File: src/rtl/mul_hazard_ctrl.sv
// Pipeline sequencer for the multi-cycle MUL unit: freezes the front end while the
// multiplier runs, detects load-use hazards and counts stall cycles.
module mul_hazard_ctrl #(
    parameter int MUL_LATENCY = 4,
    parameter int PERF_W      = 16
) (
    input  logic              clk,
    input  logic              arst_n,
    input  logic              id_ex_valid,
    input  logic              id_ex_is_mul,
    input  logic              id_ex_mem_read,
    input  logic [4:0]        id_ex_rd,
    input  logic [4:0]        if_id_rs1,
    input  logic [4:0]        if_id_rs2,
    input  logic              flush,
    output logic              mul_start,
    output logic              mul_res_valid,
    output logic              stall_pc,
    output logic              stall_if_id,
    output logic              stall_id_ex,
    output logic              bubble_id_ex,
    output logic              bubble_ex_mem,
    output logic [PERF_W-1:0] perf_stall_cnt
);

    typedef enum logic [1:0] {IDLE, BUSY, DONE} state_t;

    localparam logic [2:0] CNT_INIT = 3'(MUL_LATENCY - 1);

    state_t     state;
    state_t     state_next;
    logic [2:0] cnt;
    logic [2:0] cnt_next;
    logic       mul_go;
    logic       load_use;

    function automatic logic [PERF_W-1:0] sat_inc(input logic [PERF_W-1:0] v);
        return (&v) ? v : v + PERF_W'(1);
    endfunction

    assign mul_go   = id_ex_valid & id_ex_is_mul & ~flush;
    assign load_use = id_ex_valid & id_ex_mem_read & ~flush & (id_ex_rd != 5'd0) &
                      ((id_ex_rd == if_id_rs1) | (id_ex_rd == if_id_rs2));

    always_ff @(posedge clk or negedge arst_n) begin
        if (!arst_n) begin
            state          <= IDLE;
            cnt            <= 3'd0;
            perf_stall_cnt <= '0;
        end else begin
            state <= state_next;
            cnt   <= cnt_next;
            if (stall_pc) begin
                perf_stall_cnt <= sat_inc(perf_stall_cnt);
            end
        end
    end

    // cnt holds the BUSY cycles still to go; the last BUSY cycle sees cnt==1.
    always_comb begin
        state_next = state;
        cnt_next   = cnt;
        unique case (state)
            IDLE: begin
                if (mul_go) begin
                    state_next = (MUL_LATENCY == 1) ? DONE : BUSY;
                    cnt_next   = CNT_INIT;
                end
            end
            BUSY: begin
                if (flush) begin
                    state_next = IDLE;
                    cnt_next   = 3'd0;
                end else begin
                    cnt_next = cnt - 3'd1;
                    if (cnt == 3'd1) begin
                        state_next = DONE;
                    end
                end
            end
            DONE: begin
                state_next = IDLE;
            end
            default: begin
                state_next = IDLE;
                cnt_next   = 3'd0;
            end
        endcase
    end

    // Outputs are forced low while reset is held, even though they are combinational.
    always_comb begin
        mul_start     = 1'b0;
        mul_res_valid = 1'b0;
        stall_pc      = 1'b0;
        stall_if_id   = 1'b0;
        stall_id_ex   = 1'b0;
        bubble_id_ex  = 1'b0;
        bubble_ex_mem = 1'b0;
        if (arst_n) begin
            unique case (state)
                IDLE: begin
                    if (mul_go) begin
                        mul_start     = 1'b1;
                        stall_pc      = 1'b1;
                        stall_if_id   = 1'b1;
                        stall_id_ex   = 1'b1;
                        bubble_ex_mem = 1'b1;
                    end else if (load_use) begin
                        stall_pc     = 1'b1;
                        stall_if_id  = 1'b1;
                        bubble_id_ex = 1'b1;
                    end
                end
                BUSY: begin
                    if (!flush) begin
                        stall_pc      = 1'b1;
                        stall_if_id   = 1'b1;
                        stall_id_ex   = 1'b1;
                        bubble_ex_mem = 1'b1;
                    end
                end
                DONE: begin
                    mul_res_valid = 1'b1;
                    if (load_use) begin
                        stall_pc     = 1'b1;
                        stall_if_id  = 1'b1;
                        bubble_id_ex = 1'b1;
                    end
                end
                default: begin
                end
            endcase
        end
    end

endmodule

File: config.mk
export PLATFORM = sky130hd
export DESIGN_NAME = mul_hazard_ctrl
export DESIGN_NICKNAME = d
export VERILOG_FILES = /design/src/rtl/mul_hazard_ctrl.sv
export SDC_FILE = /design/constraint.sdc
export NUM_CORES = 1
export LEC_CHECK = 0
export ABC_AREA = 1
export CORE_MARGIN = 2
export CORE_UTILIZATION = 45
export DETAILED_ROUTE_END_ITERATION = 10
export PLACE_DENSITY = 0.76
export SYNTH_ARGS = -nofsm -noshare
export SYNTH_HDL_FRONTEND = slang
export SYNTH_SLANG_ARGS = --single-unit
File: constraint.sdc
create_clock -name clk -period 1.9 [get_ports clk]
set_clock_uncertainty 0.2 [all_clocks]
set_input_delay 0.285 -clock clk [delete_from_list [all_inputs] [get_ports clk]]
set_output_delay 0.285 -clock clk [all_outputs]
set_load 0.05 [all_outputs]
# ---- After elaboration in Yosys (flattened, before gate mapping)
# Cells that the tools add are included.
dict set report word_totals {
  register_bits 21
  in_bits 21
  out_inout_bits 23
  word_cells 50
}
dict set report classes {
  n_addsub 2
  eq_ne 7
  n_mux 22
  bitwise 10
  reduce_logical 6
}
# operator count
set op_table {}
lappend op_table {{16-bit by 1-bit adder with 16-bit output (second input constant)} 1}
lappend op_table {{16-bit AND reduction} 1}
lappend op_table {{1-bit 2-to-1 mux} 12}
lappend op_table {{5-bit equality test} 2}
lappend op_table {{3-bit one-hot mux with 3 select lines} 1}
lappend op_table {{1-bit AND} 6}
lappend op_table {{2-bit 2-to-1 mux} 3}
lappend op_table {{3-bit 2-to-1 mux} 2}
lappend op_table {{2-bit AND reduction} 3}
lappend op_table {{5-bit nonzero test} 1}
lappend op_table {{1-bit one-hot mux with 2 select lines} 2}
lappend op_table {{2-bit one-hot mux with 2 select lines} 1}
lappend op_table {{3-bit by 1-bit equality test with 1-bit output (second input constant)} 1}
lappend op_table {{3-bit inequality test (second input constant)} 1}
lappend op_table {{1-bit NOT} 3}
lappend op_table {{1-bit one-hot mux with 3 select lines} 1}
lappend op_table {{3-bit by 1-bit subtractor with 3-bit output (second input constant)} 1}
lappend op_table {{2-bit by 1-bit equality test with 1-bit output (second input constant)} 1}
lappend op_table {{2-bit equality test (second input constant)} 1}
lappend op_table {{2-bit logical NOT} 1}
lappend op_table {{2-bit inequality test (second input constant)} 1}
lappend op_table {{1-bit bitwise OR} 1}

# ---- Logic depth before layout (Yosys ltp)
# Gate-level depths: netlist of the first run.
dict set report depth {
  word_depth 9
  ltp_mapped 12
  mapped_depth_nobuf 11
}

# ---- Least setup slack after synthesis of the first run
# No wires, ideal clock.
dict set report synth_path {
  path_kind {register -> output}
  startpoint {register state[0]}
  endpoint {output stall_pc}
  arrival_ps 1904
  required_time_ps 1415
  slack_ps -489
  path_stages_with_launch 8
  n_path_buf 1
  path_cell_list {dfrtp_1 -> inv_2 -> nor2_1 -> nand2_1 -> inv_1 -> nor2_1 -> a21oi_1 -> buf_4}
}
dict set report synth_between {
  elab_chain_len 3
  word_cells_on_any_way 5
  cone_classes {eq/ne (2); mux (2); reduce/logical (1)}
}
# element line_no
set synth_rtl {}
lappend synth_rtl {{start: declaration} 30} ;# state_t state;
lappend synth_rtl {{start signal: assignment} 51} ;# state <= state_next;
lappend synth_rtl {{2-bit equality test, or another cell as far along} -}
lappend synth_rtl {{1-bit one-hot mux with 3 select lines *} -}
lappend synth_rtl {{1-bit 2-to-1 mux *} -}
lappend synth_rtl {{end: declaration} 18} ;# output logic stall_pc,
# Mark *: on every way between the ends. The rest lies on a longest branch, timed or not.

# ---- Worst setup path in the final report of the first run
dict set report layout_path {
  startpoint {input id_ex_is_mul}
  endpoint {output bubble_ex_mem}
}
dict set report layout_between {
  elab_chain_len 5
}
# element line_no
set layout_rtl {}
lappend layout_rtl {{start: declaration} 10} ;# input logic id_ex_is_mul,
lappend layout_rtl {{1-bit AND (2 in a row)} 41} ;# assign mul_go = id_ex_valid & id_ex_is_mul & ~flush;
lappend layout_rtl {{1-bit 2-to-1 mux} 103} ;# if (mul_go) begin
lappend layout_rtl {{1-bit one-hot mux with 2 select lines} 101} ;# unique case (state)
lappend layout_rtl {{1-bit 2-to-1 mux} 100} ;# if (arst_n) begin
lappend layout_rtl {{end: declaration} 22} ;# output logic bubble_ex_mem,
# Every way passes these cells.

==> results of run 1 <==
## state kept, by name, indices dropped and copies added, names as in the netlist
register,flops
perf_stall_cnt,16
cnt,3
state,2
## layout make-up
cell class / instances / area share
Clock buffer: 4 / 0.0110
Tap cell: 46 / 0.0241
Multi-Input combinational cell: 170 / 0.416
Sequential cell: 21 / 0.224
Timing Repair Buffer: 73 / 0.280
Inverter: 29 / 0.0455
## cells in the final DEF, fill, tap and decap left out, drive strengths merged
cell type      netlist  routed
buf                  6      53
xor2                 8       8
clkbuf               1       6
clkdlybuf4s50        0       3
nor3                 5       5
nand4               19      19
nor2                30      30
ha                   3       3
inv                 29      29
nand3               12      13
nand2               79      80
a21oi                5       5
xnor2                6       6
dlygate4sd2          0      12
dfrtp               21      21
clkdlybuf4s15        0       3
nor3b                1       1
## cells by family after synthesis
family,count (synthesis),synth area share
buffers and inverters,36,0.100
AND/OR/NAND/NOR,146,0.433
flip-flops,21,0.345
XOR/XNOR,14,0.0805
AO/OA/AOI/OAI,5,0.0164
adder cells (fa/ha/maj),3,0.0246
## final timing paths
path	cells after the start	end	slack (ns)
min in group clk	2	perf_stall_cnt[9]	0.33
setup reg to reg	9	perf_stall_cnt[10]	0.04
setup / recovery	7	bubble_ex_mem	-0.10
hold reg to reg	2	perf_stall_cnt[9]	0.33
hold / removal	2	perf_stall_cnt[13]	0.12
max in group asynchronous	4	perf_stall_cnt[1]	0.73
## critical path: cells and delay by family
family	cells	cell delay, ns
buffers and inverters	3	0.79
and+or+nand+nor	4	0.43
## stage by stage
step	setup TNS (ns)	std cells	cell area [µm²]	worst slack (ns)	hold WS [ns]
after detailed placement	-6.00	321	2160	-0.384	0.303
after global placement	-5.32	321	2160	-0.355	0.298
after global routing	-1.15	343	2390	-0.167	0.117
final	-0.425	343	2390	-0.101	0.117
after CTS	-0.412	330	2250	-0.114	0.108
after floorplan	-0.423	225	1590	-0.195	-0.211
## what timing repair did
item                       CTS  global route
setup endpoints to repair    6            21
cloned                       0             2
setup buffers                5            11
pin swaps                   13            12
resized for setup           29            16
## where the power goes
part / internal [mW] / total, mW / switching, mW
Clock: 0.0821 / 0.226 / 0.144
Combinational: 0.282 / 0.693 / 0.411
Sequential: 0.518 / 0.601 / 0.0830
## Yosys cell counts, drive strengths merged
cell,number
buf,6
nand2,79
nor3b,1
nand4,19
ha,3
clkbuf,1
nand3,12
xnor2,6
inv,29
nor2,30
xor2,8
dfrtp,21
a21oi,5
nor3,5
## routing by layer
metal,up-vias,share of wire,track usage
li1,859,-,-
met3,11,0.051,0.0471
met4,0,0.023,0.0611
met5,-,0,0
met1,775,0.45,0.282
met2,55,0.48,0.319
==> flow_metrics.tcl, run 1 <==
set metrics [dict create \
    pin_count 44 \
    drtIter0Drc 134 \
    setup_violations 6 \
    final_layout_size_suffix_gt1_frac 0.313 \
    hold_viol_final 0 \
    multi_input_area_um2 993 \
    rows 21 \
    p_total_mw 1.52 \
    cts_tree "yes" \
    final_nets 322 \
    routabilityCongestion 0.900 \
    cts-root-buf "clkbuf_4" \
    wirelength_um 4480 \
    crit_path_end_kind "primary output" \
    port_buffers 43 \
    cp.required_ns 1.41 \
    max_freq_mhz 500 \
    ir_worst_vdd_v 0.000386 \
    initial_core_util 0.464 \
    wl_per_cell_um 13.1 \
    antenna_found_initial 0 \
    p_per_area_nw_per_um2 636 \
    ys_warn_count 0 \
    synth_top_area_share 0.345 \
    grt_pass1_wl_um 6440 \
    syn-mean-instance-area_um2 6.77 \
    clock_sinks 21 \
    vias 1700 \
    cp_common_cell "nor2_4" \
    slowest_stage "clkdlybuf4s50_1" \
    utilization 0.728 \
    via_per_inst 4.96 \
    numCtsBuffers 3 \
    violations "negative setup slack" \
    grt_pass1_vias 1454 \
    nFillCells 256 \
    ys_seq_area_frac 0.345 \
    dieWidth_um 62.2 \
    synthCells 225 \
    clkTransAtPathRegs_ns 0.11 \
    clk_latency_ns 0.32 \
    final.period_utilization 1.05 \
    crit_chain "clkdlybuf4s50_1, nand3_4, nor2_4, nor2_4, buf_6, nor2_4, buf_12" \
    drtPass1Iterations 5 \
    period_needed_ns 2.00 \
    worst_pin_slew_ns 0.643 \
    min-delay-path-class "input port to async pin" \
    ys_ff_latch 21 \
    crit_start "id_ex_is_mul" \
    grt_setup_unrepaired "yes" \
    grt_usage 0.204 \
    holdBufCountCts 0 \
    drc 0 \
    ant_nets 0 \
    die_area_um2 3870 \
    antennaDiodeCount 0 \
    cp.arrival_ns 1.52 \
    setup_slack_ns -0.101 \
    crit_fanout 3 \
    ff_latch_area_um2 536 \
    synth_fp_nets 249 \
    cts_buffer_depth 2 \
    leakage_nw 1.24 \
    synth_area_um2 1520 \
    cap_violations 0 \
    area_growth_pct 56.8 \
    htree_levels 1 \
    critPathLaunchType "input port" \
    status "finished, violations left" \
    die_h_um 62.2 \
    r2r-start "perf_stall_cnt[0]" \
    relSlewSlack 0.570 \
    core_um2 3280 \
    criticalPathCategory "input port to primary output" \
    slew_viol_final 0 \
    hpwl_um 2880 \
    overflow 0 \
    synthTopCellsByArea "dfrtp_1, nand2_1, nand4_1" \
    ys_types 23 \
    crit_path_max_incr_delay_ns 0.53 \
    grt_max_degree 21 \
    synth_top_area_cell "dfrtp_1" \
]
No activity file was read; power rests on OpenSTA's default activity.
==> run 2: changes to the inputs <==
==> constraint.sdc (replaced) <==
create_clock -name clk -period 2.2 [get_ports clk]
set_clock_uncertainty 0.2 [all_clocks]
set_input_delay 0.33 -clock clk [delete_from_list [all_inputs] [get_ports clk]]
set_output_delay 0.33 -clock clk [all_outputs]
set_load 0.05 [all_outputs]
==> run 2 against run 1 <==
Effect of this change:
- the flow now finishes without violations
- critical path depth fell by 6
- final cell count fell by 6.4%
- register-to-register slack improved by 0.21 ns
- critical endpoint is now perf_stall_cnt[0]
- die area did not move
- power fell by 21%
- worst setup slack improved by 0.18 ns
- wire length fell by 19%
==> flow_metrics.tcl, run 2 (synthesis gave the netlist of run 1 again) <==
set metrics [dict create \
    relSlewSlack 0.657 \
    placed_cells 316 \
    rows 21 \
    final_layout_size_suffix_gt1_frac 0.149 \
    drtPass1Iterations 5 \
    cap_violations 0 \
    layout_commonest_cell "nand2_1" \
    hold_viol_final 0 \
    p_sw_frac 0.415 \
    grt_max_degree 24 \
    crit_path_end_kind "primary output" \
    drtIter0Drc 77 \
    nFillCells 317 \
    antennaDiodeCount 0 \
    max_freq_mhz 471 \
    die_area_um2 3870 \
    combPwrFrac 0.423 \
    slew_viol_final 0 \
    r2r-end "perf_stall_cnt[4]" \
    largest_register "perf_stall_cnt" \
    drc 0 \
    p_total_mw 1.20 \
    r2r_slack_ns 0.25 \
    final_cell_mix "nand2_1, inv_1, nor2_1" \
    clkTransAtPathRegs_ns 0.12 \
    crit_path_max_incr_delay_ns 0.83 \
    top_regs "perf_stall_cnt: 16 flops, cnt: 3 flops, state: 2 flops" \
    overflow 0 \
    path_depth 1 \
    crit_path_end "perf_stall_cnt[0]" \
    slowest_stage "clkdlybuf4s50_1" \
    criticalPathCategory "flip-flop to primary output" \
    port_buffers 43 \
    initial_core_util 0.464 \
    p_clk_frac 0.160 \
    leakage_nw 1.13 \
    grt_pass1_vias 1446 \
    final_nets 300 \
    cp.arrival_ns 1.59 \
    crit_chain "clkdlybuf4s50_1" \
    vias 1569 \
    cts_buffer_depth 2 \
    power_frac_seq 0.417 \
    numCtsBuffers 3 \
    p_per_area_nw_per_um2 547 \
    period_needed_ns 2.12 \
    setup_violations 0 \
    largest_reg_flops 16 \
    dieWidth_um 62.2 \
    cp.required_ns 1.67 \
    routabilityCongestion 0.795 \
    wl_per_cell_um 11.3 \
    cts-root-buf "clkbuf_4" \
    antenna_found_initial 0 \
    clock_sinks 21 \
    die_h_um 62.2 \
    final.period_utilization 0.964 \
    crit_family "buffers and inverters" \
    htree_levels 1 \
    status "complete, no violations" \
    via_per_inst 4.89 \
    critPathLaunchType "flip-flop" \
    cts_tree "yes" \
    crit_start "perf_stall_cnt[0]" \
    min-delay-path-class "input port to async pin" \
    p_switching_mw 0.497 \
    pin_count 44 \
    cp_num_buf_inv 1 \
    hpwl_um 2730 \
    r2r-start "perf_stall_cnt[0]" \
    reg2regPathDepth 9 \
    grt_usage 0.197 \
    core_um2 3280 \
    wirelength_um 3620 \
    grt_pass1_wl_um 6310 \
    clk_latency_ns 0.31 \
    p_int_mw 0.700 \
    crit_fanout 5 \
    worst_pin_slew_ns 0.513 \
    final_cells 321 \
    ant_nets 0 \
    ir_worst_vdd_v 0.000537 \
    area_growth_pct 43.6 \
]
run 2: cell count changes in the layout (fill, tap and decap cells not counted), moves of 3 or more:
cell / previous run / this run
dfrtp_2: 8 / 0
dfrtp_1: 13 / 21
clkdlybuf4s50_1: 3 / 20
dlymetal6s2s_1: 0 / 3
clkdlybuf4s15_1: 3 / 0
nor2_4: 7 / 4
buf_4: 44 / 10
nor2_2: 0 / 3
run 2: power groups by stage:
stage	clock (mW)	sequential [mW]	combinational, mW
2_1_floorplan	0	0.604	0.206
5_1_grt	0.218	0.508	0.552
4_1_cts	0.193	0.499	0.502
6_report	0.192	0.499	0.506
3_5_place_dp	0	0.506	0.502
3_3_place_gp	0	0.503	0.494
run 2: through the flow:
| step | TNS (ns) | hold WS [ns] | utilization | area, µm² | setup slack, ns |
|---|---|---|---|---|---|
| final | 0 | 0.154 | 0.666 | 2190 | 0.0783 |
| after detailed placement | -1.27 | 0.322 | 0.646 | 2120 | -0.199 |
| after CTS | 0 | 0.164 | 0.657 | 2160 | 0.00903 |
| after global placement | -0.877 | 0.320 | 0.646 | 2120 | -0.161 |
| after global routing | -0.0829 | 0.169 | 0.666 | 2190 | -0.0429 |
| after floorplan | 0 | -0.166 | - | 1540 | 0.00507 |
run 2: worst min-delay path by stage:
| stage | startpoint | slack [ns] | to |
|---|---|---|---|
| after floorplan | arst_n | -0.17 | cnt[0] |
| after global placement | perf_stall_cnt[1] | 0.32 | perf_stall_cnt[1] |
| after detailed placement | perf_stall_cnt[1] | 0.32 | perf_stall_cnt[1] |
| after CTS | arst_n | 0.16 | perf_stall_cnt[12] |
| after global routing | arst_n | 0.17 | perf_stall_cnt[12] |
| final | arst_n | 0.15 | perf_stall_cnt[12] |
run 2: layer usage:
layer,track usage,share of wire
met4,0.0444,0.011
met2,0.330,0.48
met5,0,0
met3,0.0435,0.049
met1,0.263,0.46
run 2: timing repair:
item | 4_1_cts | 5_1_grt
pin swaps | 9 | 6
hold buffers | 0 | 0
resized for setup | 20 | 7
buffers inserted | 0 | 1
setup endpoints to repair | 6 | 6
run 2: final cells by class:
type | count | area (µm²) | share of cell area
Multi-Input combinational cell | 168 | 902 | 0.412
Timing Repair Buffer | 53 | 567 | 0.259
Sequential cell | 21 | 526 | 0.240
Inverter | 29 | 109 | 0.0497
Tap cell | 46 | 57.6 | 0.0263
Clock buffer | 3 | 22.5 | 0.0103
Clock inverter | 1 | 5.00 | 0.00229
